===== src/rtl/snake_pkg.sv =====
// Shared types and constants for the snake direction controller:
// heading encoding, keyboard codes and the opposite-direction test.
package snake_pkg;

    typedef enum logic [1:0] {
        DIR_UP    = 2'd0,
        DIR_DOWN  = 2'd1,
        DIR_LEFT  = 2'd2,
        DIR_RIGHT = 2'd3
    } dir_t;

    localparam logic [7:0] KEY_W = 8'h57;
    localparam logic [7:0] KEY_S = 8'h53;
    localparam logic [7:0] KEY_A = 8'h41;
    localparam logic [7:0] KEY_D = 8'h44;
    localparam logic [7:0] KEY_P = 8'h50;

    localparam int unsigned TIMER_W = 28;
    localparam int unsigned DEB_W   = 24;

    // Same axis (bit1) but different sense (bit0).
    function automatic logic is_opposite(dir_t a, dir_t b);
        return (a[1] == b[1]) && (a[0] != b[0]);
    endfunction

endpackage


===== src/rtl/dir_debounce.sv =====
// One button bit: 2-flop synchroniser, counter debouncer and a registered
// rising-edge pulse of the clean level.
module dir_debounce
    import snake_pkg::*;
#(
    parameter int unsigned DEB_CYCLES = 1_000_000
) (
    input  logic clk,
    input  logic reset,
    input  logic din,
    output logic rise
);

    localparam logic [DEB_W-1:0] DEB_LAST = DEB_W'(DEB_CYCLES - 1);

    logic             sync1_q, sync1_d;
    logic             sync2_q, sync2_d;
    logic             clean_q, clean_d;
    logic             clean_dly_q, clean_dly_d;
    logic             rise_q, rise_d;
    logic [DEB_W-1:0] cnt_q, cnt_d;

    always_comb begin
        sync1_d     = din;
        sync2_d     = sync1_q;
        clean_d     = clean_q;
        cnt_d       = '0;
        clean_dly_d = clean_q;
        rise_d      = clean_q & ~clean_dly_q;
        if (sync2_q != clean_q) begin
            if (cnt_q == DEB_LAST) begin
                clean_d = sync2_q;
            end else begin
                cnt_d = cnt_q + 1'b1;
            end
        end
    end

    always_ff @(posedge clk) begin
        if (!reset) begin
            sync1_q     <= 1'b0;
            sync2_q     <= 1'b0;
            clean_q     <= 1'b0;
            clean_dly_q <= 1'b0;
            rise_q      <= 1'b0;
            cnt_q       <= '0;
        end else begin
            sync1_q     <= sync1_d;
            sync2_q     <= sync2_d;
            clean_q     <= clean_d;
            clean_dly_q <= clean_dly_d;
            rise_q      <= rise_d;
            cnt_q       <= cnt_d;
        end
    end

    assign rise = rise_q;

endmodule


===== src/rtl/snake_dir_ctrl.sv =====
// Snake direction controller: debounced buttons + keyboard merged into a
// checked turn FIFO, released one turn per step. Pause key: SNAKE_PAUSE_KEY_EN.
module snake_dir_ctrl
    import snake_pkg::*;
#(
    parameter int unsigned DEB_CYCLES  = 1_000_000,
    parameter int unsigned STEP_CYCLES = 10_000_000,
    parameter int unsigned QDEPTH      = 4,
    parameter logic [1:0]  RESET_DIR   = 2'd3
) (
    input  logic                    clk,
    input  logic                    reset,
    input  logic [3:0]              btn,
    input  logic                    kb_valid,
    input  logic [7:0]              kb_code,
    input  logic                    game_over,
    output logic [1:0]              dir,
    output logic                    step_tick,
    output logic [$clog2(QDEPTH):0] q_count,
    output logic                    drop,
    output logic                    paused
);

    localparam int unsigned PTR_W = $clog2(QDEPTH);
    localparam int unsigned CNT_W = PTR_W + 1;
    localparam logic [TIMER_W-1:0] TIMER_LAST = TIMER_W'(STEP_CYCLES - 1);
    localparam logic [CNT_W-1:0]   CNT_FULL   = CNT_W'(QDEPTH);

    logic [3:0]         btn_rise;
    dir_t               fifo_q [QDEPTH];
    dir_t               fifo_d [QDEPTH];
    logic [PTR_W-1:0]   wr_ptr_q, wr_ptr_d, rd_ptr_q, rd_ptr_d;
    logic [CNT_W-1:0]   count_q, count_d;
    logic [TIMER_W-1:0] timer_q, timer_d;
    dir_t               dir_q, dir_d;
    logic               step_tick_q, step_tick_d;
    logic               drop_q, drop_d;
    logic               paused_q, paused_d;

    dir_t kb_dir, req_dir, ref_dir;
    logic kb_dir_ok, req_valid, wrap, pop, push, full;

    for (genvar i = 0; i < 4; i++) begin : g_deb
        dir_debounce #(.DEB_CYCLES(DEB_CYCLES)) u_deb (
            .clk   (clk),
            .reset (reset),
            .din   (btn[i]),
            .rise  (btn_rise[i])
        );
    end

`ifdef SNAKE_PAUSE_KEY_EN
    logic pause_key;
    assign pause_key = kb_valid && (kb_code == KEY_P);
`endif

    always_comb begin
        kb_dir_ok = 1'b1;
        kb_dir    = DIR_UP;
        case (kb_code)
            KEY_W:   kb_dir = DIR_UP;
            KEY_S:   kb_dir = DIR_DOWN;
            KEY_A:   kb_dir = DIR_LEFT;
            KEY_D:   kb_dir = DIR_RIGHT;
            default: kb_dir_ok = 1'b0;
        endcase

        // Button index equals its direction encoding; lower index wins.
        req_valid = 1'b1;
        req_dir   = DIR_UP;
        if (btn_rise[0])                 req_dir = DIR_UP;
        else if (btn_rise[1])            req_dir = DIR_DOWN;
        else if (btn_rise[2])            req_dir = DIR_LEFT;
        else if (btn_rise[3])            req_dir = DIR_RIGHT;
        else if (kb_valid && kb_dir_ok)  req_dir = kb_dir;
        else                             req_valid = 1'b0;

        full    = (count_q == CNT_FULL);
        ref_dir = (count_q != '0) ? fifo_q[wr_ptr_q - PTR_W'(1)] : dir_q;
        wrap    = !game_over && !paused_q && (timer_q == TIMER_LAST);
        pop     = wrap && (count_q != '0);

        push   = 1'b0;
        drop_d = 1'b0;
        if (!game_over && req_valid) begin
            if (paused_q || (req_dir == ref_dir) || is_opposite(req_dir, ref_dir)
                || (full && !pop)) begin
                drop_d = 1'b1;
            end else begin
                push = 1'b1;
            end
        end

        fifo_d = fifo_q;
        if (push) fifo_d[wr_ptr_q] = req_dir;
        wr_ptr_d    = wr_ptr_q + PTR_W'(push);
        rd_ptr_d    = rd_ptr_q + PTR_W'(pop);
        count_d     = count_q + CNT_W'(push) - CNT_W'(pop);
        dir_d       = pop ? fifo_q[rd_ptr_q] : dir_q;
        step_tick_d = wrap;

        if (game_over)     timer_d = '0;
        else if (paused_q) timer_d = timer_q;
        else if (wrap)     timer_d = '0;
        else               timer_d = timer_q + 1'b1;

        if (game_over) begin
            wr_ptr_d = '0;
            rd_ptr_d = '0;
            count_d  = '0;
        end

`ifdef SNAKE_PAUSE_KEY_EN
        paused_d = game_over ? 1'b0 : (paused_q ^ pause_key);
`else
        paused_d = 1'b0;
`endif
    end

    always_ff @(posedge clk) begin
        if (!reset) begin
            fifo_q      <= '{default: DIR_UP};
            wr_ptr_q    <= '0;
            rd_ptr_q    <= '0;
            count_q     <= '0;
            timer_q     <= '0;
            dir_q       <= dir_t'(RESET_DIR);
            step_tick_q <= 1'b0;
            drop_q      <= 1'b0;
            paused_q    <= 1'b0;
        end else begin
            fifo_q      <= fifo_d;
            wr_ptr_q    <= wr_ptr_d;
            rd_ptr_q    <= rd_ptr_d;
            count_q     <= count_d;
            timer_q     <= timer_d;
            dir_q       <= dir_d;
            step_tick_q <= step_tick_d;
            drop_q      <= drop_d;
            paused_q    <= paused_d;
        end
    end

    assign dir       = dir_q;
    assign step_tick = step_tick_q;
    assign q_count   = count_q;
    assign drop      = drop_q;
    assign paused    = paused_q;

endmodule


===== config.mk =====
export PLATFORM = sky130hd
export DESIGN_NAME = snake_dir_ctrl
export DESIGN_NICKNAME = d
export VERILOG_FILES = /design/src/rtl/snake_pkg.sv /design/src/rtl/dir_debounce.sv /design/src/rtl/snake_dir_ctrl.sv
export SDC_FILE = /design/constraint.sdc
export NUM_CORES = 1
export LEC_CHECK = 0
export ABC_CLOCK_PERIOD_IN_PS = 7700
export BUFFER_PORTS_ARGS = -buffer_cell sky130_fd_sc_hd__buf_2
export CELL_PAD_IN_SITES_DETAIL_PLACEMENT = 0
export CELL_PAD_IN_SITES_GLOBAL_PLACEMENT = 1
export CORE_MARGIN = 2
export CORE_UTILIZATION = 45
export CTS_CLUSTER_DIAMETER = 60
export DETAILED_ROUTE_END_ITERATION = 12
export HOLD_SLACK_MARGIN = 0.02
export PLACE_DENSITY = 0.84
export SYNTH_ARGS = -nofsm -noshare
export SYNTH_HDL_FRONTEND = slang
export SYNTH_SLANG_ARGS = --single-unit

===== constraint.sdc =====
create_clock -name clk -period 7.7 [get_ports clk]
set_input_delay 0.77 -clock clk [delete_from_list [all_inputs] [get_ports clk]]
set_output_delay 0.77 -clock clk [all_outputs]
set_load 0.02 [all_outputs]

Word level (Yosys, flattened, before mapping)

Cells that the tools add are included.

Order comparisons: 4
Reductions and logical operators: 24
Mux-type cells: 25
$add $sub $neg: 10
Bitwise gates (word level): 16
Eq/ne operators: 17

Operator list:

| kind                                                                    | count |
|---|---|
| 24-bit by 1-bit adder with 24-bit output, second input constant         | 4 |
| 24-bit by 20-bit equality test with 1-bit output, second input constant | 4 |
| 8-bit by 7-bit equality test with 1-bit output, second input constant   | 4 |
| 28-bit by 1-bit adder with 28-bit output, second input constant         | 1 |
| 28-bit by 24-bit equality test with 1-bit output, second input constant | 1 |
| 2-bit 2-to-1 mux                                                        | 11 |
| 3-bit OR reduction                                                      | 5 |
| 2-bit AND reduction                                                     | 5 |
| 3-bit >= comparator, second input constant                              | 3 |
| 1-bit 2-to-1 mux                                                        | 9 |
| 1-bit NOT                                                               | 9 |
| 2-bit NOT with 3-bit output                                             | 3 |
| 2-bit binary-select mux with 2-bit select                               | 2 |
| 8-bit bitwise mux                                                       | 1 |
| 1-bit logical AND                                                       | 7 |
| 2-bit one-hot mux with 3 select lines                                   | 1 |
| 1-bit inequality test                                                   | 5 |
| 2-bit by 1-bit adder with 2-bit output                                  | 2 |
| 1-bit AND                                                               | 4 |
| 2-bit demux with 2-bit select                                           | 1 |
| 4-bit OR reduction                                                      | 1 |
| 3-bit by 1-bit adder with 3-bit output                                  | 1 |
| 3-bit equality test, second input constant                              | 1 |
| 3-bit by 1-bit < comparator with 1-bit output, second input constant    | 1 |
| other kinds (8)                                                         | 10 |

Register bits: 163
Word-level logic and storage cells: 131

Longest topological paths before layout

Depth after elaboration: 17
Depth in mapped cells: 15
Gate-level depth less buffers: 15

Modules after synthesis

A second synthesis with hierarchy kept.

Cells, all modules: 842
Area total of the unflattened synthesis: 7415.9 µm²

By module, submodules not included:

| module         | area each (µm²) | instances | cells each |
|---|---|---|---|
| dir_debounce   | 1273.7          | 4         | 147 |
| snake_dir_ctrl | 2321.0          | 1         | 254 |

Worst setup path before layout

No wires, ideal clock.

Kind: input to register
Start: in kb_code[0]
End: reg count_q[2], in the netlist q_count[2]
Required time: 7.582 ns
Setup time: 0.118 ns
Data arrival time: 3.344 ns
Cell stages on the path: 14
Setup slack: 4.238 ns
Cells stage by stage: or4b_4 > a211oi_2 > o31ai_2 > xnor2_2 > nand2b_1 > or2_1 > ha_1 > inv_1 > ha_1 > inv_1 > fa_1 > xor2_1 > xnor2_1 > nor2_1

Cells in the longest elaborated chain, start to end: 17
Elaborated cells between the ends (all ways): 29

Ends and longest elaborated chain:

| what                                                                | line                  | source |
|---|---|---|
| start: declaration                                                  | snake_dir_ctrl.sv:15  | `input logic [7:0] kb_code,` |
| 8-bit by 7-bit equality test with 1-bit output                      | snake_dir_ctrl.sv:60  | `case (kb_code)` |
| 4-bit OR reduction (no line)                                        | -                     |  |
| 1-bit 2-to-1 mux                                                    | snake_dir_ctrl.sv:60  |  |
| 1-bit logical AND                                                   | snake_dir_ctrl.sv:75  | `else if (kb_valid && kb_dir_ok) req_dir = kb_dir;` |
| 2-bit 2-to-1 mux                                                    | snake_dir_ctrl.sv:75  |  |
| 2-bit 2-to-1 mux                                                    | snake_dir_ctrl.sv:74  | `else if (btn_rise[3]) req_dir = DIR_RIGHT;` |
| 2-bit 2-to-1 mux                                                    | snake_dir_ctrl.sv:73  | `else if (btn_rise[2]) req_dir = DIR_LEFT;` |
| 2-bit 2-to-1 mux                                                    | snake_dir_ctrl.sv:72  | `else if (btn_rise[1]) req_dir = DIR_DOWN;` |
| 2-bit 2-to-1 mux                                                    | snake_dir_ctrl.sv:71  | `if (btn_rise[0]) req_dir = DIR_UP;` |
| 1-bit equality test / 1-bit inequality test (equally long branches) | snake_pkg.sv:23       | `return (a[1] == b[1]) && (a[0] != b[0]);` |
| 1-bit logical AND                                                   | snake_pkg.sv:23       |  |
| 1-bit logical OR                                                    | snake_dir_ctrl.sv:86  | `if (paused_q \|\| (req_dir == ref_dir) \|\| is_opposite(req_dir, ref_dir)` |
| 1-bit logical OR                                                    | snake_dir_ctrl.sv:87  | `\|\| (full && !pop)) begin` |
| 1-bit 2-to-1 mux                                                    | snake_dir_ctrl.sv:86  |  |
| 1-bit 2-to-1 mux (*)                                                | snake_dir_ctrl.sv:85  | `if (!game_over && req_valid) begin` |
| 3-bit by 1-bit adder with 3-bit output (*)                          | snake_dir_ctrl.sv:98  | `count_d = count_q + CNT_W'(push) - CNT_W'(pop);` |
| 3-bit by 1-bit subtractor with 3-bit output (*)                     | snake_dir_ctrl.sv:98  |  |
| end signal: assignment                                              | snake_dir_ctrl.sv:135 | `count_q <= count_d;` |
| end: declaration                                                    | snake_dir_ctrl.sv:33  | `logic [CNT_W-1:0] count_q, count_d;` |

Mark *: on every way between the ends. The rest lies on a longest branch, timed or not.
A chain may end at the register's enable or synchronous reset.

Worst setup path in the final report

Start: reg timer_q[0]
End: reg count_q[2], in the netlist q_count[2]

Cells in the longest elaborated chain, start to end: 10

Ends and longest elaborated chain:

| what                                                 | line                  | source |
|---|---|---|
| start: declaration                                   | snake_dir_ctrl.sv:34  | `logic [TIMER_W-1:0] timer_q, timer_d;` |
| start signal: assignment                             | snake_dir_ctrl.sv:136 | `timer_q <= timer_d;` |
| 28-bit by 24-bit equality test with 1-bit output (*) | snake_dir_ctrl.sv:80  | `wrap = !game_over && !paused_q && (timer_q == TIMER_LAST);` |
| 1-bit logical AND (*)                                | snake_dir_ctrl.sv:80  |  |
| 1-bit logical AND (*)                                | snake_dir_ctrl.sv:81  | `pop = wrap && (count_q != '0);` |
| 1-bit logical NOT                                    | snake_dir_ctrl.sv:87  |  |
| 1-bit logical AND                                    | snake_dir_ctrl.sv:87  |  |
| 1-bit logical OR                                     | snake_dir_ctrl.sv:87  |  |
| 1-bit 2-to-1 mux                                     | snake_dir_ctrl.sv:86  |  |
| 1-bit 2-to-1 mux                                     | snake_dir_ctrl.sv:85  |  |
| 3-bit by 1-bit adder with 3-bit output               | snake_dir_ctrl.sv:98  |  |
| 3-bit by 1-bit subtractor with 3-bit output (*)      | snake_dir_ctrl.sv:98  |  |

Marks and branches as above.

==> report_table.html <==
<table>
<tr><th>Metric</th><th>Value</th></tr>
<tr><th colspan="2">Status</th></tr>
<tr><td>Run status</td><td>complete, no violations</td></tr>
<tr><th colspan="2">Floorplan</th></tr>
<tr><td>Count of boundary I/O pins</td><td>24</td></tr>
<tr><td>Floorplan row count</td><td>45</td></tr>
<tr><td>Die height</td><td>129.0 um</td></tr>
<tr><td>Die W</td><td>129.0 um</td></tr>
<tr><td>Initial cell density of the core</td><td>0.4605</td></tr>
<tr><td>Die outline area</td><td>0.01663 sq mm</td></tr>
<tr><td>Placeable Area</td><td>0.01526 sq mm</td></tr>
<tr><th colspan="2">Worst setup path</th></tr>
<tr><td>CP Launch Type</td><td>flip-flop</td></tr>
<tr><td>Arr. time, crit path</td><td>3.86 ns</td></tr>
<tr><td>Required @ worst endpoint</td><td>8.01 ns</td></tr>
<tr><td>CP most frequent cell</td><td>sky130_fd_sc_hd__ha_1</td></tr>
<tr><td>Ordered cell list for the critical path</td><td>ha_1, and4_1, nand3_1, nor4_1, or4b_1, nand2b_1, or2_1, ha_1, inv_1, ha_1, inv_1, fa_1, xor2_1, xnor2_1, nor2_1</td></tr>
<tr><td>Crit path largest cell delay</td><td>0.55 ns</td></tr>
<tr><td>Highest net fanout along the worst path</td><td>5</td></tr>
<tr><td>Worst Setup End Kind</td><td>flip-flop</td></tr>
<tr><td>Slowest-stage cell, CP</td><td>sky130_fd_sc_hd__nor4_1</td></tr>
<tr><td>Crit path kind</td><td>reg2reg</td></tr>
<tr><th colspan="2">Timing</th></tr>
<tr><td>Actual slew at the worst max-slew pin</td><td>0.9956 ns</td></tr>
<tr><td>Fin Clk Skew</td><td>0.01262 ns</td></tr>
<tr><td>Minimum clock period after layout</td><td>3.550 ns</td></tr>
<tr><td>Final setup violating endpoints</td><td>0</td></tr>
<tr><td>Fin Setup TNS</td><td>0 ns</td></tr>
<tr><td>Setup repair after global routing missed its margin</td><td>no</td></tr>
<tr><td>Worst hold-check slack</td><td>0.3854 ns</td></tr>
<tr><td>Number of max-slew violations in the final report</td><td>0</td></tr>
<tr><td>Max-slew headroom at the worst pin</td><td>0.3363</td></tr>
<tr><td>Maximum clock frequency</td><td>281.7 MHz</td></tr>
<tr><td>Final worst-path cycle share</td><td>0.4610</td></tr>
<tr><td>Final hold violation count</td><td>0</td></tr>
<tr><th colspan="2">Global routing</th></tr>
<tr><td>Sum of overflow across all layers after global routing</td><td>0</td></tr>
<tr><td>Overall routing resource usage</td><td>0.1621</td></tr>
<tr><td>Largest net degree at the start of global routing</td><td>37</td></tr>
<tr><td>Global-route wire length before repair</td><td>21920 um</td></tr>
<tr><td>Vias in the first global route</td><td>4980</td></tr>
<tr><td>Number of antenna violations at the first check in global routing</td><td>0</td></tr>
<tr><th colspan="2">Detailed routing</th></tr>
<tr><td>DRT Pass-1 Iters</td><td>4</td></tr>
<tr><td>Routed wire length per instance</td><td>12.49 um</td></tr>
<tr><td>Detailed Route WL</td><td>12740 um</td></tr>
<tr><td>Count of unresolved DRC violations after routing</td><td>0</td></tr>
<tr><td>Routed Antenna Nets</td><td>0</td></tr>
<tr><td>Via Count</td><td>5128</td></tr>
<tr><td>Number of vias per cell after detailed routing</td><td>5.027</td></tr>
<tr><td>Number of DRC markers in iteration 0</td><td>220</td></tr>
<tr><th colspan="2">Power and ir drop</th></tr>
<tr><td>Peak VDD IR</td><td>140.1 uV</td></tr>
<tr><td>Cell area power density</td><td>222.8 mW/mm^2</td></tr>
<tr><td>Final Power</td><td>1775 uW</td></tr>
<tr><td>Static leakage</td><td>0.002728 uW</td></tr>
<tr><th colspan="2">Flow run</th></tr>
<tr><td>Number of maximum-capacitance violations</td><td>0</td></tr>
<tr><th colspan="2">Placed design</th></tr>
<tr><td>Instance count after placement with tap cells included</td><td>988</td></tr>
<tr><td>Number of I/O port buffers</td><td>22</td></tr>
<tr><td>HPWL reported at the end of detailed placement</td><td>8831 um</td></tr>
<tr><td>Placement Cell Area</td><td>0.007318 sq mm</td></tr>
<tr><td>Final weighted congestion in routability-driven placement</td><td>0.8012</td></tr>
<tr><th colspan="2">Logic synthesis</th></tr>
<tr><td>Mean Syn Cell Area</td><td>9.078 sq um</td></tr>
<tr><td>Post-synthesis async set-or-reset flop share</td><td>0</td></tr>
<tr><td>#FFs+latches synth</td><td>163</td></tr>
<tr><td>Synth unique cells</td><td>49</td></tr>
<tr><td>Most frequently used flop master after synthesis</td><td>sky130_fd_sc_hd__dfxtp_1</td></tr>
<tr><td>Total nets after synthesis</td><td>804</td></tr>
<tr><td>Sequential-to-total area share from yosys stat</td><td>0.4644</td></tr>
<tr><td>Number of enable-type register cells in the synthesized netlist</td><td>0</td></tr>
<tr><td>Synth Cell Area</td><td>0.007027 sq mm</td></tr>
<tr><td>Total of warnings raised by yosys</td><td>0</td></tr>
<tr><td>Number of instances in the synthesized netlist</td><td>774</td></tr>
<tr><th colspan="2">CTS</th></tr>
<tr><td>Clock tree from TritonCTS</td><td>done</td></tr>
<tr><td>Clock latency reported for the late side of the worst-skew pair</td><td>0.43 ns</td></tr>
<tr><td>Total number of clock tree sinks</td><td>163</td></tr>
<tr><td>Worst-case clock buffer depth</td><td>2</td></tr>
<tr><td>Root Buffer</td><td>sky130_fd_sc_hd__clkbuf_16</td></tr>
<tr><td>Cts bufs inserted</td><td>17</td></tr>
<tr><td>Total of hold buffers inserted after clock tree synthesis</td><td>0</td></tr>
<tr><td>Number of setup buffers added after CTS</td><td>0</td></tr>
<tr><td>Worst-path clk slew</td><td>0.06 ns</td></tr>
<tr><td>Cells resized by post-CTS repair</td><td>0</td></tr>
<tr><td>H-Tree Depth</td><td>4</td></tr>
<tr><th colspan="2">Worst hold path</th></tr>
<tr><td>Type of the most critical hold path</td><td>reg2reg</td></tr>
<tr><th colspan="2">Final layout</th></tr>
<tr><td>Number of diodes</td><td>0</td></tr>
<tr><td>Non-Filler Instances</td><td>1020</td></tr>
<tr><td>Total Nets Final</td><td>826</td></tr>
<tr><td>Area grow syn2layout</td><td>13.34%</td></tr>
<tr><td>Share of layout cells above drive strength 1</td><td>0.08900</td></tr>
<tr><td>Post-route design area</td><td>0.007964 sq mm</td></tr>
</table>
final timing paths:
path	startpoint	endpoint	slack [ns]	cells past startpoint
worst max-delay path	timer_q[0]	q_count[2]	4.15	15
worst min-delay path	g_deb[2].u_deb.clean_dly_q	g_deb[2].u_deb.rise	0.39	1
worst max register to register	timer_q[0]	q_count[2]	4.15	15
worst min register to register	g_deb[2].u_deb.clean_dly_q	g_deb[2].u_deb.rise	0.39	1
per-stage QoR:
step | worst slack (ns) | util
2_1_floorplan | 4.238 | -
3_3_place_gp | 3.946 | 0.4796
3_5_place_dp | 3.796 | 0.4796
4_1_cts | 4.158 | 0.5219
5_1_grt | 3.887 | 0.5219
6_report | 4.150 | 0.5219
Yosys cell counts, types with 3 or more instances:
library cell                number  area share
sky130_fd_sc_hd__nand4_1        22       0.020
sky130_fd_sc_hd__nor4_1         12       0.011
sky130_fd_sc_hd__and4b_4         4      0.0078
sky130_fd_sc_hd__xnor2_1        42       0.052
sky130_fd_sc_hd__mux2i_1        15       0.021
sky130_fd_sc_hd__inv_1          18      0.0096
sky130_fd_sc_hd__mux4_2          3      0.0096
sky130_fd_sc_hd__or3_1          11      0.0098
sky130_fd_sc_hd__clkbuf_1       12      0.0064
sky130_fd_sc_hd__nand2_1        60       0.032
sky130_fd_sc_hd__ha_1           13       0.023
sky130_fd_sc_hd__xor2_1         72       0.090
sky130_fd_sc_hd__buf_2           6      0.0043
sky130_fd_sc_hd__nand4bb_1       3      0.0048
sky130_fd_sc_hd__nor2_1        151       0.081
sky130_fd_sc_hd__o21ai_1         7      0.0050
sky130_fd_sc_hd__nand3_1        42       0.030
sky130_fd_sc_hd__and2_1         20       0.018
sky130_fd_sc_hd__a21oi_1         9      0.0064
sky130_fd_sc_hd__nor2b_1        13       0.012
sky130_fd_sc_hd__nor3_2          3      0.0043
sky130_fd_sc_hd__and3_1         18       0.016
sky130_fd_sc_hd__nand2b_1        4      0.0036
sky130_fd_sc_hd__nor3_1         12      0.0085
sky130_fd_sc_hd__and4_1          8       0.010
sky130_fd_sc_hd__dfxtp_1       163        0.46
sky130_fd_sc_hd__or4b_1          4      0.0057
sequential cells by signal (all words and copies together), names as in the netlist:
name and flops:
rd_ptr_q 2, step_tick 1, g_deb.u_deb.clean_dly_q 4, g_deb.u_deb.rise 4, drop 1, g_deb.u_deb.clean_dly_d 4, timer_q 28, g_deb.u_deb.sync2_q 4
g_deb.u_deb.cnt_q 96, g_deb.u_deb.sync1_q 4, wr_ptr_q 2, fifo_q 8, dir 2, q_count 3
where the power goes:
| group | switching (uW) | internal, uW |
|---|---|---|
| logic | 14.2 | 7.10 |
| clock network | 337 | 569 |
| registers | 1.71 | 846 |
| total | 353 | 1420 |
cell type report:
cell class | count | area (sq um)
well taps | 211 | 264.0
multi-input cells | 573 | 3610
inverters | 19 | 71.32
repair buffers | 22 | 110.1
fillers | 1427 | 7295
flip-flops and latches | 163 | 3263
clock inverters | 12 | 178.9
clock buffers | 20 | 466.7
metal layers:
layer | routed length, um | up-vias | track usage
li1 | - | 2635 | -
met1 | 6097 | 2410 | 0.1954
met2 | 6017 | 58 | 0.2714
met3 | 337 | 25 | 0.03742
met4 | 291 | 0 | 0.08248
met5 | 0 | - | 0
worst max-delay path: cells and delay by family, from the launching register on:
| kind | cells | cell delay [ns] |
|---|---|---|
| and+or+nand+nor | 7 | 1.68 |
| adders and majority gates | 4 | 0.98 |
| DFF | 1 | 0.35 |
| xor gates and xnor gates | 2 | 0.32 |
| buffers and inverters | 2 | 0.09 |
cells by family (layout without fill, tap and decap cells):
kind of cell / count (synthesis) / in the layout / synth area share
mux: 18 / 18 / 0.03098
xor+xnor: 115 / 115 / 0.1444
fa+ha+maj: 14 / 14 / 0.02600
flops: 163 / 163 / 0.4644
simple gates: 403 / 403 / 0.2927
buf+inv: 38 / 73 / 0.02190
compound gates: 22 / 22 / 0.01905
other cells: 1 / 1 / 0.0005337
cell usage in the layout (no fill, tap or decap), drive strengths merged, types with 4 or more instances in the layout:
| master | count |
|---|---|
| a21oi | 9 |
| and2 | 21 |
| and3 | 18 |
| and4 | 8 |
| and4b | 4 |
| buf | 22 |
| bufinv | 4 |
| clkbuf | 20 |
| clkinv | 6 |
| dfxtp | 163 |
| ha | 13 |
| inv | 18 |
| mux2i | 15 |
| nand2 | 60 |
| nand2b | 4 |
| nand3 | 43 |
| nand4 | 22 |
| nor2 | 151 |
| nor2b | 13 |
| nor3 | 15 |
| nor4 | 13 |
| o21ai | 9 |
| or3 | 11 |
| or4b | 5 |
| xnor2 | 43 |
| xor2 | 72 |
Power figures use the tool's default switching activity.
